**config.mk**
```make
export PLATFORM = sky130hd
export DESIGN_NAME = pt_validate_flat
export DESIGN_NICKNAME = d
export VERILOG_FILES = /design/src/rtl/arc4_pkg.sv /design/src/rtl/pt_validate_if.sv /design/src/rtl/ascii_range_chk.sv /design/src/rtl/pt_validate.sv /design/src/flat_wrapper.sv
export SDC_FILE = /design/constraint.sdc
export NUM_CORES = 1
export LEC_CHECK = 0
export ABC_AREA = 1
export CAP_MARGIN = 40
export CORE_MARGIN = 4
export CORE_UTILIZATION = 25
export CTS_BUF_LIST = sky130_fd_sc_hd__clkbuf_16
export CTS_CLUSTER_DIAMETER = 80
export DETAILED_ROUTE_END_ITERATION = 6
export PLACE_DENSITY_LB_ADDON = 0.12
export SYNTH_ARGS = -nofsm -noshare
export SYNTH_HDL_FRONTEND = slang
export SYNTH_SLANG_ARGS = --single-unit
```
**constraint.sdc**
```tcl
create_clock -name clk -period 2.05 [get_ports clk]
set_clock_uncertainty 0.15 [all_clocks]
set_input_delay 0.205 -clock clk [delete_from_list [all_inputs] [get_ports clk]]
set_output_delay 0.205 -clock clk [all_outputs]
set_load 0.01 [all_outputs]
```
**src/rtl/arc4_pkg.sv**
```systemverilog
// Shared crack-datapath definitions: printable-ASCII bounds and the pt_validate FSM state type.
package arc4_pkg;

    localparam logic [7:0] ASCII_LO = 8'h20;
    localparam logic [7:0] ASCII_HI = 8'h7E;

    typedef enum logic [2:0] {
        PTV_IDLE,
        PTV_FETCH_LEN,
        PTV_WAIT_LEN,
        PTV_SCAN,
        PTV_FIN
    } ptv_state_t;

endpackage

```
**src/rtl/pt_validate_if.sv**
```systemverilog
// Controller/pt_memory <-> pt_validate bundle. Optional bad_idx under PTV_FIRST_BAD_EN.
// Handshake: a request is accepted on a clock edge where en=1 and rdy=1; en while rdy=0 is
// ignored. done is a one-cycle pulse in which ok (and bad_idx) are valid, and rdy is high again.
interface pt_validate_if #(parameter int ADDR_W = 8);
    logic              en;
    logic              rdy;
    logic [ADDR_W-1:0] addr;
    logic [7:0]        rddata;
    logic              done;
    logic              ok;
`ifdef PTV_FIRST_BAD_EN
    logic [ADDR_W-1:0] bad_idx;

    modport master (output en, rddata, input rdy, addr, done, ok, bad_idx);
    modport slave  (input en, rddata, output rdy, addr, done, ok, bad_idx);
`else
    modport master (output en, rddata, input rdy, addr, done, ok);
    modport slave  (input en, rddata, output rdy, addr, done, ok);
`endif
endinterface

```
**src/rtl/ascii_range_chk.sv**
```systemverilog
// Combinational unsigned range test LO <= b <= HI; shared with the crack top.
module ascii_range_chk #(
    parameter logic [7:0] LO = 8'h20,
    parameter logic [7:0] HI = 8'h7E
) (
    input  logic [7:0] b,
    output logic       pass
);
    assign pass = (b >= LO) && (b <= HI);
endmodule

```
**src/rtl/pt_validate.sv**
```systemverilog
// Scans a length-prefixed plaintext buffer and reports whether all text bytes are printable.
// Optional macro PTV_FIRST_BAD_EN adds the first-failing-index register/port (bad_idx).
module pt_validate
    import arc4_pkg::*;
#(
    parameter int         ADDR_W = 8,
    parameter logic [7:0] LO     = ASCII_LO,
    parameter logic [7:0] HI     = ASCII_HI
) (
    input  logic         clk,
    input  logic         rst,
    pt_validate_if.slave bus,
    output ptv_state_t   state_dbg
);
    localparam logic [ADDR_W-1:0] ONE = {{(ADDR_W-1){1'b0}}, 1'b1};

    ptv_state_t        state;
    logic              rdy_q, done_q, ok_q;
    logic [ADDR_W-1:0] addr_q, len_q, idx_q;
    logic [ADDR_W-1:0] len_in;
    logic              pass;
`ifdef PTV_FIRST_BAD_EN
    logic [ADDR_W-1:0] bad_q;
`endif

    assign len_in = ADDR_W'(bus.rddata);

    ascii_range_chk #(.LO(LO), .HI(HI)) u_chk (
        .b    (bus.rddata),
        .pass (pass)
    );

    // idx_q names the byte whose data is on rddata; addr_q runs one ahead and stops at L
    // so a full 255-byte buffer never wraps the address.
    always_ff @(posedge clk) begin
        if (rst) begin
            state  <= PTV_IDLE;
            rdy_q  <= 1'b1;
            done_q <= 1'b0;
            ok_q   <= 1'b0;
            addr_q <= '0;
            len_q  <= '0;
            idx_q  <= '0;
`ifdef PTV_FIRST_BAD_EN
            bad_q  <= '0;
`endif
        end else begin
            done_q <= 1'b0;
            unique case (state)
                PTV_IDLE, PTV_FIN: begin
                    if (bus.en) begin
                        state  <= PTV_FETCH_LEN;
                        rdy_q  <= 1'b0;
                        ok_q   <= 1'b0;
                        addr_q <= '0;
`ifdef PTV_FIRST_BAD_EN
                        bad_q  <= '0;
`endif
                    end else begin
                        state <= PTV_IDLE;
                    end
                end
                PTV_FETCH_LEN: begin
                    addr_q <= ONE;
                    state  <= PTV_WAIT_LEN;
                end
                PTV_WAIT_LEN: begin
                    len_q <= len_in;
                    idx_q <= ONE;
                    if (bus.rddata == 8'd0) begin
                        state  <= PTV_FIN;
                        done_q <= 1'b1;
                        rdy_q  <= 1'b1;
                        ok_q   <= 1'b1;
                    end else begin
                        state <= PTV_SCAN;
                        if (addr_q < len_in) addr_q <= addr_q + ONE;
                    end
                end
                PTV_SCAN: begin
                    if (!pass) begin
                        state  <= PTV_FIN;
                        done_q <= 1'b1;
                        rdy_q  <= 1'b1;
                        ok_q   <= 1'b0;
`ifdef PTV_FIRST_BAD_EN
                        bad_q  <= idx_q;
`endif
                    end else if (idx_q == len_q) begin
                        state  <= PTV_FIN;
                        done_q <= 1'b1;
                        rdy_q  <= 1'b1;
                        ok_q   <= 1'b1;
                    end else begin
                        idx_q <= idx_q + ONE;
                        if (addr_q < len_q) addr_q <= addr_q + ONE;
                    end
                end
                default: state <= PTV_IDLE;
            endcase
        end
    end

    assign bus.rdy   = rdy_q;
    assign bus.done  = done_q;
    assign bus.ok    = ok_q;
    assign bus.addr  = addr_q;
    assign state_dbg = state;
`ifdef PTV_FIRST_BAD_EN
    assign bus.bad_idx = bad_q;
`endif

endmodule
```
**src/flat_wrapper.sv**
```systemverilog
// flat-port wrapper written by rule: the top's interface ports become plain ports
module pt_validate_flat import arc4_pkg::*;
#(
    parameter int         ADDR_W = 8,
    parameter logic [7:0] LO     = ASCII_LO,
    parameter logic [7:0] HI     = ASCII_HI
)
  (clk, rst, state_dbg, bus_en, bus_rddata, bus_rdy, bus_addr, bus_done, bus_ok);
  pt_validate_if #(.ADDR_W(ADDR_W)) bus_i ();
  input  logic clk;
  input  logic rst;
  output ptv_state_t state_dbg;
  input wire logic [$bits(bus_i.en)-1:0] bus_en;
  input wire logic [$bits(bus_i.rddata)-1:0] bus_rddata;
  output wire logic [$bits(bus_i.rdy)-1:0] bus_rdy;
  output wire logic [$bits(bus_i.addr)-1:0] bus_addr;
  output wire logic [$bits(bus_i.done)-1:0] bus_done;
  output wire logic [$bits(bus_i.ok)-1:0] bus_ok;
  assign bus_i.en = bus_en;
  assign bus_i.rddata = bus_rddata;
  assign bus_rdy = bus_i.rdy;
  assign bus_addr = bus_i.addr;
  assign bus_done = bus_i.done;
  assign bus_ok = bus_i.ok;
  pt_validate #(.ADDR_W(ADDR_W), .LO(LO), .HI(HI)) u_core (.clk(clk), .rst(rst), .bus(bus_i), .state_dbg(state_dbg));
endmodule
```
==> summary.txt <==
Final layout
  • Layout Nets: 378
  • Fin util: 34.6%
  • Ant. Diodes: 0
  • Layout cells sized above 1: 14.5%
  • Cell area after layout: 2690 um2
  • Synth-to-layout area growth: 33.7%

Floorplan
  • CORE AREA: 7770 um2
  • Starting Density: 25.9%
  • Die Y-Extent: 97.7 um
  • Chip width: 97.7 um
  • Die area: 9540 um2
  • Row Count: 32
  • Ports: 25

Clock network
  • CTS buffer count: 5
  • Clock Latency Late Sink: 270 ps
  • Number of clock sinks: 30
  • Hold-fix buffers, CTS: 0
  • Root buffer cell: clkbuf_16
  • CTS tree: built
  • H-tree depth: 2
  • Clock Pin Slew Worst Setup and Hold Paths: 50 ps
  • Clock Tree Buf Depth: 2

Critical path
  • Crit path capture type: flip-flop
  • Arr. time, crit path: 1870 ps
  • Critical path required time: 2070 ps
  • Setup crit start: bus_rddata[7]
  • Worst setup endpoint: u_core.bus.addr[0]$_SDFFE_PP0P_
  • Setup CP Type: input pin to flip-flop
  • R2r startpoint: u_core.len_q[7]$_SDFFE_PP0N_
  • CP max FO: 7
  • RR Endpoint: u_core.bus.addr[0]$_SDFFE_PP0P_
  • CP startpoint kind: input pin
  • R2R depth: 12
  • R2R Setup Slk: 210 ps

Timing
  • Highest attainable clock frequency: 0.541 GHz
  • RSZ-0062 raised after global routing: false
  • Final setup fails: 0
  • Tmin final: 1850 ps
  • Slew Limit Fails: 0
  • Worst setup margin: 202 ps
  • Slew @ Worst Pin: 590 ps
  • Rel. slew slack: 60.6%
  • Period utilisation layout: 90.1%
  • Hold Vio Cnt, Final: 0

Routing
  • WL final: 5.66 mm
  • Final antenna-violating net count: 0
  • First-pass DRT Iterations: 4
  • Via count: 1988
  • Initial drt markers: 61
  • DR WL/cell: 12.5 um
  • Remaining routing DRC violations: 0
  • Via density: 4.39

Global routing
  • First-pass GRT wire length: 9.38 mm
  • Initial antenna violation count: 0
  • Total GRT Usage: 12.3%
  • Vias in the first global route: 1846
  • Largest net degree at the start of global routing: 18
  • Total grt overflow: 0

Yosys
  • Syn Nets: 329
  • Yosys warning total: 0
  • Avg Cell Area, Syn: 6.66 um2
  • Synth top area cells: dfxtp_1, nand2_1, ha_1
  • Synth top area share: 29.9%
  • Yosys cell types: 29
  • #FFs+latches synth: 30
  • Top_reg_cell synth: dfxtp_1
  • Area of the mapped netlist: 2010 um2
  • Synth async-reset ratio: 0%
  • Cell taking the most area after synthesis: dfxtp_1
  • Post-synthesis sequential area ratio: 29.9%
  • Synth Instances: 302
  • Number of synthesized flops with an enable pin: 0

Placed design
  • Routability cong.: 0.731
  • Pre-CTS setup slack: -218 ps
  • Dpl cell area: 2510 um2
  • Final HPWL DP: 4.37 mm
  • Port Buffers: 24

Pwr
  • Worst ir drop on vdd: 271 uV
  • Leakage: 0.00121 uW
  • P per Cell Area: 764 nW/um2

Job
  • Total of max-cap violations: 0

Worst hold path
  • Hold Path Depth: 3
  • Hold Path Class: input pin to flip-flop

Run status
  • Status: completed
## synthesized netlist by cell type (all sizes together) (3+ instances only)
library cell / instances
nor2: 36
nand3: 27
buf: 3
ha: 16
xnor2: 3
dfxtp: 30
nand2: 75
inv: 42
a21oi: 36
nor3: 5
o21ai: 13
xor2: 4
## worst min path at each step
stage | start | slack, ps | to
finish | bus_rddata[1] | 130 | u_core.len_q[1]$_SDFFE_PP0N_
global route | bus_rddata[1] | 160 | u_core.len_q[1]$_SDFFE_PP0N_
CTS | u_core.bus.rdy$_SDFFE_PP1P_ | 350 | u_core.bus.rdy$_SDFFE_PP1P_
detailed placement | u_core.bus.rdy$_SDFFE_PP1P_ | 340 | u_core.bus.rdy$_SDFFE_PP1P_
global placement | u_core.bus.rdy$_SDFFE_PP1P_ | 330 | u_core.bus.rdy$_SDFFE_PP1P_
floorplan | rst | 120 | u_core.bus.addr[5]$_SDFFE_PP0P_
## sequential cells by signal, indices dropped and copies added (netlist names)
name / count
u_core.bus.addr: 8
u_core.bus.done: 1
u_core.bus.ok: 1
u_core.bus.rdy: 1
u_core.idx_q: 8
u_core.len_q: 8
u_core.state_dbg: 3
## logic make-up after synthesis
group	after synthesis	share of synthesized area [%]
AO/OA/AOI/OAI	56	15.9
flip-flops	30	29.9
XOR/XNOR	7	3.05
adder cells (fa/ha/maj)	16	9.96
buffers and inverters	47	9.27
AND/OR/NAND/NOR	146	32.0
## cell usage in the layout, fill, tap and decap left out, drive strengths merged
| cell type | instances |
|---|---|
| a21oi | 36 |
| o21a | 2 |
| dfxtp | 30 |
| inv | 44 |
| a21boi | 1 |
| dlymetal6s2s | 1 |
| ha | 16 |
| nand3 | 27 |
| nor3 | 5 |
| clkdlybuf4s50 | 23 |
| clkbuf | 5 |
| a21o | 1 |
| nor3b | 2 |
| o21ai | 13 |
| o31ai | 1 |
| nand2 | 75 |
| buf | 23 |
| a31oi | 1 |
| xnor2 | 3 |
| o21bai | 1 |
| nand4 | 1 |
| nor2 | 36 |
| xor2 | 4 |
## worst max-delay path: stages
cell and delay, ps:
clkdlybuf4s50_1 500, inv_1 70, ha_1 290, a21oi_1 160, o21a_1 140, nand2_1 70, nand2_2 100, buf_6 140
nand3_1 80, nand2_1 60, nor2_1 50
## area by class of cell
class,count,area (um2)
clock buffer,5,125
inverter,42,158
fill,864,5080
tap,102,128
clock inverter,2,7.51
multi-input combinational,225,1230
timing repair buffer,47,435
sequential,30,601
## metal layers
| metal | wire length, um | up-vias | share of wire (%) | global-route usage (%) |
|---|---|---|---|---|
| met1 | 2970 | 890 | 52 | 17.5 |
| met3 | 159 | 5 | 2.8 | 2.94 |
| li1 | - | 1069 | - | - |
| met5 | 0 | - | 0 | 0 |
| met2 | 2470 | 24 | 44 | 18.3 |
| met4 | 62 | 0 | 1.1 | 3.51 |
## where the power goes
part / leakage [uW] / switching [uW] / internal (uW) / total, uW
logic: 0.000889 / 371 / 300 / 671
registers: 0.000244 / 65.1 / 640 / 706
clock network: 0.0000723 / 245 / 433 / 678
total: 0.00121 / 682 / 1370 / 2050
## metrics by stage
stage	setup TNS (ps)	hold WS [ps]	power [uW]	std cells
CTS	0	346	2050	451
detailed placement	-2010	336	1360	444
finish	0	130	2050	453
floorplan	0	117	1120	302
global route	0	156	2200	453
global placement	-1670	334	1350	444
## repair_timing
action	CTS	global route
endpoints found under the setup margin	0	8
resized for setup	0	9
setup buffers	0	1
Power figures use the tool's default switching activity.
